File: config.mk
export PLATFORM = sky130hd
export DESIGN_NAME = lrn_glb_arbiter
export DESIGN_NICKNAME = d
export VERILOG_FILES = /design/src/rtl/lrn_glb_arbiter.sv
export SDC_FILE = /design/constraint.sdc
export NUM_CORES = 1
export LEC_CHECK = 0
export CAP_MARGIN = 10
export CORE_MARGIN = 2
export CORE_UTILIZATION = 33
export CTS_CLUSTER_SIZE = 16
export DETAILED_ROUTE_END_ITERATION = 8
export GPL_TIMING_DRIVEN = 0
export PLACE_DENSITY = 0.76
export SLEW_MARGIN = 15
export SYNTH_ARGS = -nofsm -noshare
export SYNTH_HDL_FRONTEND = slang
export SYNTH_SLANG_ARGS = --single-unit
File: constraint.sdc
create_clock -name core_clk -period 2.15 [get_ports core_clk]
set_input_delay 0.645 -clock core_clk [delete_from_list [all_inputs] [get_ports core_clk]]
set_output_delay 0.645 -clock core_clk [all_outputs]
set_load 0.02 [all_outputs]
File: src/rtl/lrn_glb_arbiter.sv
// Arbitrates the single-port LRN GLB bank between mapper read, mapper write and padding write.
// Define LRN_ARB_FIXED_PRIO_EN for fixed priority (wr > pad > rd) instead of round-robin.
module lrn_glb_arbiter #(
    parameter int unsigned ADDR_BUS_WIDTH = 20,
    parameter int unsigned DATA_WIDTH     = 16,
    parameter int unsigned RD_LATENCY     = 1
) (
    input  logic                      core_clk,
    input  logic                      reset_n,
    input  logic                      rd_req,
    input  logic [ADDR_BUS_WIDTH-1:0] rd_addr,
    output logic                      rd_gnt,
    output logic                      rd_data_valid,
    output logic [DATA_WIDTH-1:0]     rd_data,
    input  logic                      wr_req,
    input  logic [ADDR_BUS_WIDTH-1:0] wr_addr,
    input  logic [DATA_WIDTH-1:0]     wr_data,
    output logic                      wr_gnt,
    input  logic                      pad_req,
    input  logic [ADDR_BUS_WIDTH-1:0] pad_addr,
    input  logic [DATA_WIDTH-1:0]     pad_data,
    output logic                      pad_gnt,
    input  logic                      freeze,
    output logic                      idle,
    output logic                      glb_en,
    output logic                      glb_we,
    output logic [ADDR_BUS_WIDTH-1:0] glb_addr,
    output logic [DATA_WIDTH-1:0]     glb_wdata,
    input  logic [DATA_WIDTH-1:0]     glb_rdata
);

    localparam int unsigned TOK_DEPTH = RD_LATENCY + 1;

    logic [2:0]           req_c;
    logic [2:0]           gnt_c;
    logic                 arb_en_c;
    logic [TOK_DEPTH-1:0] rd_tok;

    assign req_c    = {pad_req, wr_req, rd_req};
    // Grants are suppressed while frozen and while reset is asserted so reset outputs are clean.
    assign arb_en_c = reset_n & ~freeze;

`ifdef LRN_ARB_FIXED_PRIO_EN
    always_comb begin
        gnt_c = 3'b000;
        if (arb_en_c) begin
            if (req_c[1])      gnt_c = 3'b010;
            else if (req_c[2]) gnt_c = 3'b100;
            else if (req_c[0]) gnt_c = 3'b001;
        end
    end
`else
    logic [1:0] rr_ptr;
    logic [1:0] rr_ptr_nxt_c;

    // Search order starts at rr_ptr and wraps modulo 3.
    always_comb begin
        gnt_c = 3'b000;
        if (arb_en_c) begin
            case (rr_ptr)
                2'd0: begin
                    if (req_c[0])      gnt_c = 3'b001;
                    else if (req_c[1]) gnt_c = 3'b010;
                    else if (req_c[2]) gnt_c = 3'b100;
                end
                2'd1: begin
                    if (req_c[1])      gnt_c = 3'b010;
                    else if (req_c[2]) gnt_c = 3'b100;
                    else if (req_c[0]) gnt_c = 3'b001;
                end
                default: begin
                    if (req_c[2])      gnt_c = 3'b100;
                    else if (req_c[0]) gnt_c = 3'b001;
                    else if (req_c[1]) gnt_c = 3'b010;
                end
            endcase
        end
    end

    always_comb begin
        rr_ptr_nxt_c = rr_ptr;
        if (gnt_c[0])      rr_ptr_nxt_c = 2'd1;
        else if (gnt_c[1]) rr_ptr_nxt_c = 2'd2;
        else if (gnt_c[2]) rr_ptr_nxt_c = 2'd0;
    end

    always_ff @(posedge core_clk or negedge reset_n) begin
        if (!reset_n) rr_ptr <= 2'd0;
        else          rr_ptr <= rr_ptr_nxt_c;
    end
`endif

    assign rd_gnt  = gnt_c[0];
    assign wr_gnt  = gnt_c[1];
    assign pad_gnt = gnt_c[2];

    // Command register: winner is presented to the GLB the cycle after its grant.
    always_ff @(posedge core_clk or negedge reset_n) begin
        if (!reset_n) begin
            glb_en    <= 1'b0;
            glb_we    <= 1'b0;
            glb_addr  <= '0;
            glb_wdata <= '0;
        end else begin
            glb_en <= |gnt_c;
            if (gnt_c[0]) begin
                glb_we   <= 1'b0;
                glb_addr <= rd_addr;
            end else if (gnt_c[1]) begin
                glb_we    <= 1'b1;
                glb_addr  <= wr_addr;
                glb_wdata <= wr_data;
            end else if (gnt_c[2]) begin
                glb_we    <= 1'b1;
                glb_addr  <= pad_addr;
                glb_wdata <= pad_data;
            end
        end
    end

    // Read tokens: bit RD_LATENCY marks the cycle glb_rdata carries the returned word.
    always_ff @(posedge core_clk or negedge reset_n) begin
        if (!reset_n) begin
            rd_tok        <= '0;
            rd_data_valid <= 1'b0;
            rd_data       <= '0;
        end else begin
            if (TOK_DEPTH > 1) rd_tok <= TOK_DEPTH'({rd_tok, gnt_c[0]});
            else               rd_tok <= TOK_DEPTH'(gnt_c[0]);
            rd_data_valid <= rd_tok[RD_LATENCY];
            if (rd_tok[RD_LATENCY]) rd_data <= glb_rdata;
        end
    end

    // The returning word counts as in flight until its valid pulse has been presented.
    assign idle = ~|gnt_c & ~glb_en & ~|rd_tok & ~rd_data_valid;

endmodule

# --- Word-level counts from Yosys, hierarchy flattened ---
# Cells that the tools add are included.
# W data, S select, Z words.
classes:
  eq_ne: 1
  mux: 22
  bitwise: 8
  n_reduce_logical: 8
op_table:
  columns: ["op", "n"]
  rows:
  - ["$mux W20", 3]
  - ["$mux W16", 2]
  - ["$mux W3", 7]
  - ["$mux W2", 5]
  - ["$pmux W3 S2", 1]
  - ["$and A1 B1 Y1", 4]
  - ["$mux W1", 4]
  - ["$not A1 Y1", 4]
  - ["$reduce_bool A3 Y1", 1]
  - ["$reduce_or A3 Y1", 1]
  - ["$eq A2 B1 Y1 const B", 1]
  - ["$logic_not A1 Y1", 2]
  - ["$logic_not A2 Y1", 1]
  - ["$reduce_and A2 Y1", 1]
  - ["$reduce_bool A2 Y1", 1]
  - ["$reduce_or A2 Y1", 1]
word_totals:
  regBits: 59
  in_bits: 114
  output_inout_bits: 59

# --- Logic depth before layout (Yosys ltp) ---
# Gate-level depths: netlist of the first run.
logic_depth:
  depth_word: 10
  depth_mapped: 7

# --- Worst setup path after synthesis of the first run ---
# Ideal clock, no wire load.
synth_timing:
  path_kind: "input to output"
  from: "input pad_req"
  to: "output idle"
  t_arrival_ns: 1.740
  path_slack_ns: -0.235
  cell_stages: 4
  n_path_buf: 1
  cell_sequence: "clkbuf_1 > o31ai_2 > inv_1 > nor2_1"
synth_via:
  elab_chain_cells: 10
  word_cells_on_any_way: 13
  cone_classes: "8 x mux; 3 x bitwise; 2 x reduce/logical"
synth_rtl:
  columns: ["element", "line", "text"]
  rows:
  - ["start: declaration", "19", "input logic pad_req,"]
  - ["$mux W3", "64", "else if (req_c[2]) gnt_c = 3'b100;"]
  - ["$mux W3", "63", "else if (req_c[1]) gnt_c = 3'b010;"]
  - ["$mux W3", "62", "if (req_c[0]) gnt_c = 3'b001;"]
  - ["$pmux W3 S2 *", "60", "case (rr_ptr)"]
  - ["$mux W3 *", "59", "if (arb_en_c) begin"]
  - ["$reduce_or A3 Y1 *", "136", "assign idle = ~|gnt_c & ~glb_en & ~|rd_tok & ~rd_data_valid;"]
  - ["$logic_not A1 Y1 *", "136", null]
  - ["$and A1 B1 Y1 * (3 in a row)", "136", null]
  - ["end: declaration", "24", "output logic idle,"]
# Every way passes the cells marked *; elsewhere a longest branch is shown, timed or not.

# --- Worst setup path after layout of the first run ---
layout_timing:
  from: "input rd_req"
  to: "output wr_gnt"
layout_via:
  elab_chain_cells: 4
  word_cells_on_any_way: 5
  cone_classes: "5 x mux"
layout_rtl:
  columns: ["element", "line", "text"]
  rows:
  - ["start: declaration", "10", "input logic rd_req,"]
  - ["$mux W2", "73", "else if (req_c[0]) gnt_c = 3'b001;"]
  - ["$mux W3", "72", "if (req_c[2]) gnt_c = 3'b100;"]
  - ["$pmux W3 S2 *", "60", null]
  - ["$mux W3 *", "59", null]
  - ["end: declaration", "18", "output logic wr_gnt,"]
# Marked as above.

==> impl_results.md, run 1 <==
* Largest net degree at the start of global routing at 31
* Clock skew at about 0.0076 ns
* Number of synthesized flops with an enable pin at 0
* Nets at 569
* Top cells by area, synth: dfrtp_1, mux2_2, mux2i_1
* Switching share of power at 36.05%
* Total Wirelength at 9218 um
* Root buf cell: clkbuf_8
* Layout area overhead at 85.91%
* Mux cell area share after synthesis at about an eighth
* Max Clk Rate at approximately 440 MHz
* Hold buffers post-CTS at 0
* Ys flop type: dfrtp_1
* Fin. Hold Viols at 0
* Die footprint at 0.009171 mm^2
* Synth Area in Simple Gates at between 10% and 20%
* Flops & latches, synth at 59
* # DRC at 0
* Clock Sinks at 59
* Pwr Density at 1058 mW/mm^2
* Critical path class: in -> out
* # port buffers at between 150 and 200
* Reg clk slew, reported paths at 0.07 ns
* Worst Max-Slew Pin Slew at 0.5143 ns
* Post-synth top area share at 53.13%
* Via count at 2847
* Violated checks: setup timing
* Outcome: finished, violations left
* Post-synthesis xor/xnor area fraction at 0%
* CTS tree: built
* Adder-Cell Fraction of Synth Area at 0%
* Ant diodes at 0
* H-Tree Level Count at 3
* Mapped Area at about 0.0028 mm^2
* Core Util, Final at 63.19%
* Worst Path Max Fanout at 5
* Final worst path period share at 106.0%
* Unique masters post-synth at 32
* Final setup TNS at -0.2926 ns
* RSZ-0062 raised after global routing: true
* Place WS at -1.463 ns
* Routed len/inst at 16.32 um
* Cells after Synth at between 200 and 300
* YS warnings at 0
* Hold Path Class: in -> async
* Antenna violations before repair at 0
* Boundary Pins at between 150 and 200
* Compound-Gate Fraction of Synth Area at 19.59%
* Iter 0 DRT Violations at 80
* # rows at 33
* Internal power consumption at 3.496 mW
* Post-synth ARST share at 100.0%
* Count of pins over their slew limit at 0
* Clk_lat worst skew at 0.33 ns
* RePlAce Congestion at 0.7608
* First-pass DRT Iterations at 4
* Logic pwr share at 49.1%
* CP startpoint kind: primary input
* Die Wd at 95.77 um
* Tot GR Track Use at 19.94%
* Final Critical Period at 2.279 ns
* Vias in the first global route at 2831
* Final ANT Viol Nets at 0
* Post-DP HPWL at 6440 um
* Share of layout cells above drive strength 1 at 18.91%
* Synthesized Nets at 367
* Core area at 0.008175 mm^2
* Worst path arrival time at ~1.6 ns
* Die Ht at 95.77 um
* Fillers at 688
* Worst vdd ir at 0.0004038 V
* Most instantiated cells after synthesis: dfrtp_1, nand2_1, mux2_2, mux2i_1, nand3_1
* Clk buf depth at 2
* Clock share of power at 18.5%
* Setup-failing EPs final at 3
* Max transition margin at 65.61%
* Psw at 1.971 mW
* Worst Path Required at 1.50 ns
* Synth area leader: dfrtp_1
* Sequential Power Share at 32.4%
* Largest family of logic cells by synthesized area: compound AO/OA/AOI/OAI gates
* Initial Util at 33.99%
* Mean post-synth cell area at 10.98 um^2
* CTS Buf Count at 9
* Setup crit end kind: output pin
* DR vias/cell at ~5.0
* Top-count cell post-synth: dfrtp_1
* MaxCap Viol Count at 0
* First-pass GRT wire length at 13830 um
* Setup slack, reg-to-reg at 0.12 ns
* Lkg Pwr at 2.245 nW
* Gr ovfl total at 0
* Power Total at 5.467 mW
* Final WS setup at -0.1288 ns
* Sequential area share after synthesis at 53.13%
cell usage in the layout (no fill, tap or decap), types with 7 or more instances in the layout:
| cell | count |
|---|---|
| mux2_2 | 16 |
| a221o_1 | 8 |
| nand2_1 | 18 |
| clkbuf_1 | 7 |
| and3_1 | 12 |
| clkdlybuf4s50_1 | 163 |
| buf_6 | 9 |
| buf_4 | 18 |
| o21ai_1 | 8 |
| mux2i_1 | 16 |
| clkbuf_8 | 11 |
| o21ai_0 | 9 |
| a21oi_1 | 9 |
| nand3_1 | 16 |
| a211oi_1 | 12 |
| o2bb2ai_1 | 12 |
| o22ai_1 | 12 |
| dfrtp_1 | 59 |
state kept, by name (all words and copies together) (netlist names):
register / flops
rd_tok: 2
rd_data: 16
glb_addr: 20
glb_we: 1
glb_wdata: 16
rd_data_valid: 1
rr_ptr: 2
glb_en: 1
layer usage:
layer  vias up  GRT usage [%]  routed length, um  part of all wire, %
met4         0          7.381                123                  1.3
met3        12          6.578               1035                   11
met1      1334          22.97               3603                   39
met2       149          34.44               4455                   48
met5         -              0                  0                    0
li1       1352              -                  -                    -
per-stage QoR:
step	instance area [um^2]	std cells	hold slack, ns
2_1_floorplan	2800	253	0.3472
3_3_place_gp	4643	529	0.3567
3_5_place_dp	4641	529	0.3640
4_1_cts	5049	557	0.1133
5_1_grt	5166	565	0.08952
6_report	5166	565	0.1037
layout make-up:
type                    count  area, um^2  share of cell area, %
flip-flops and latches     59        1476                  28.58
repair buffers            192        1942                  37.59
plain buffers              22       157.7                  3.052
well taps                 105       131.4                  2.543
clock inverters             7       78.83                  1.526
clock buffers               9       123.9                  2.398
multi-input cells         168        1245                  24.10
inverters                   3       11.26                 0.2180
worst max-delay path, cell delays in order:
cell     delay [ns]
buf_6          0.11
or3b_1         0.36
buf_6          0.14
nand4_1        0.11
buf_6          0.12
inv_2          0.03
buf_6          0.11
power groups by stage:
| stage | Clock (mW) | Sequential (mW) | Combinational [mW] |
|---|---|---|---|
| finish | 1.01 | 1.77 | 2.69 |
| global route | 1.10 | 1.83 | 2.87 |
| CTS | 1.04 | 1.78 | 2.62 |
| detailed placement | 0 | 1.80 | 2.49 |
| global placement | 0 | 1.78 | 2.46 |
| floorplan | 0 | 2.31 | 0.662 |
timing repair:
item,CTS,global route
resized for setup,61,16
buffers inserted,12,7
cloned,1,1
pin swaps,7,5
hold endpoints to repair,0,0
endpoints found under the setup margin,40,16
cell families (layout without fill, tap and decap cells):
kind of cell           Yosys count  in the layout
flip-flops                      59             59
buffers and inverters           26            233
multiplexers                    32             32
AND/OR/NAND/NOR                 59             59
AO/OA/AOI/OAI                   77             77
path summary, 6_finish.rpt:
| kind | from | cells after the start | end |
|---|---|---|---|
| min in group core_clk | rd_tok[0] | 0 | rd_tok[1] |
| min | reset_n | 1 | glb_en |
| max reg2reg | rr_ptr[0] | 8 | glb_wdata[14] |
| max | rd_req | 7 | wr_gnt |
| min reg2reg | rd_tok[0] | 0 | rd_tok[1] |
| max in group asynchronous | reset_n | 1 | glb_wdata[11] |
Note: power is estimated with default switching activity, not from simulation.
==> run 2: changes to the inputs <==
- CAP_MARGIN: 10 -> 20
- CTS_CLUSTER_DIAMETER: not set -> 100
==> results of run 2 <==
The final DEF is identical to that of run 1; final timing and power are the same.
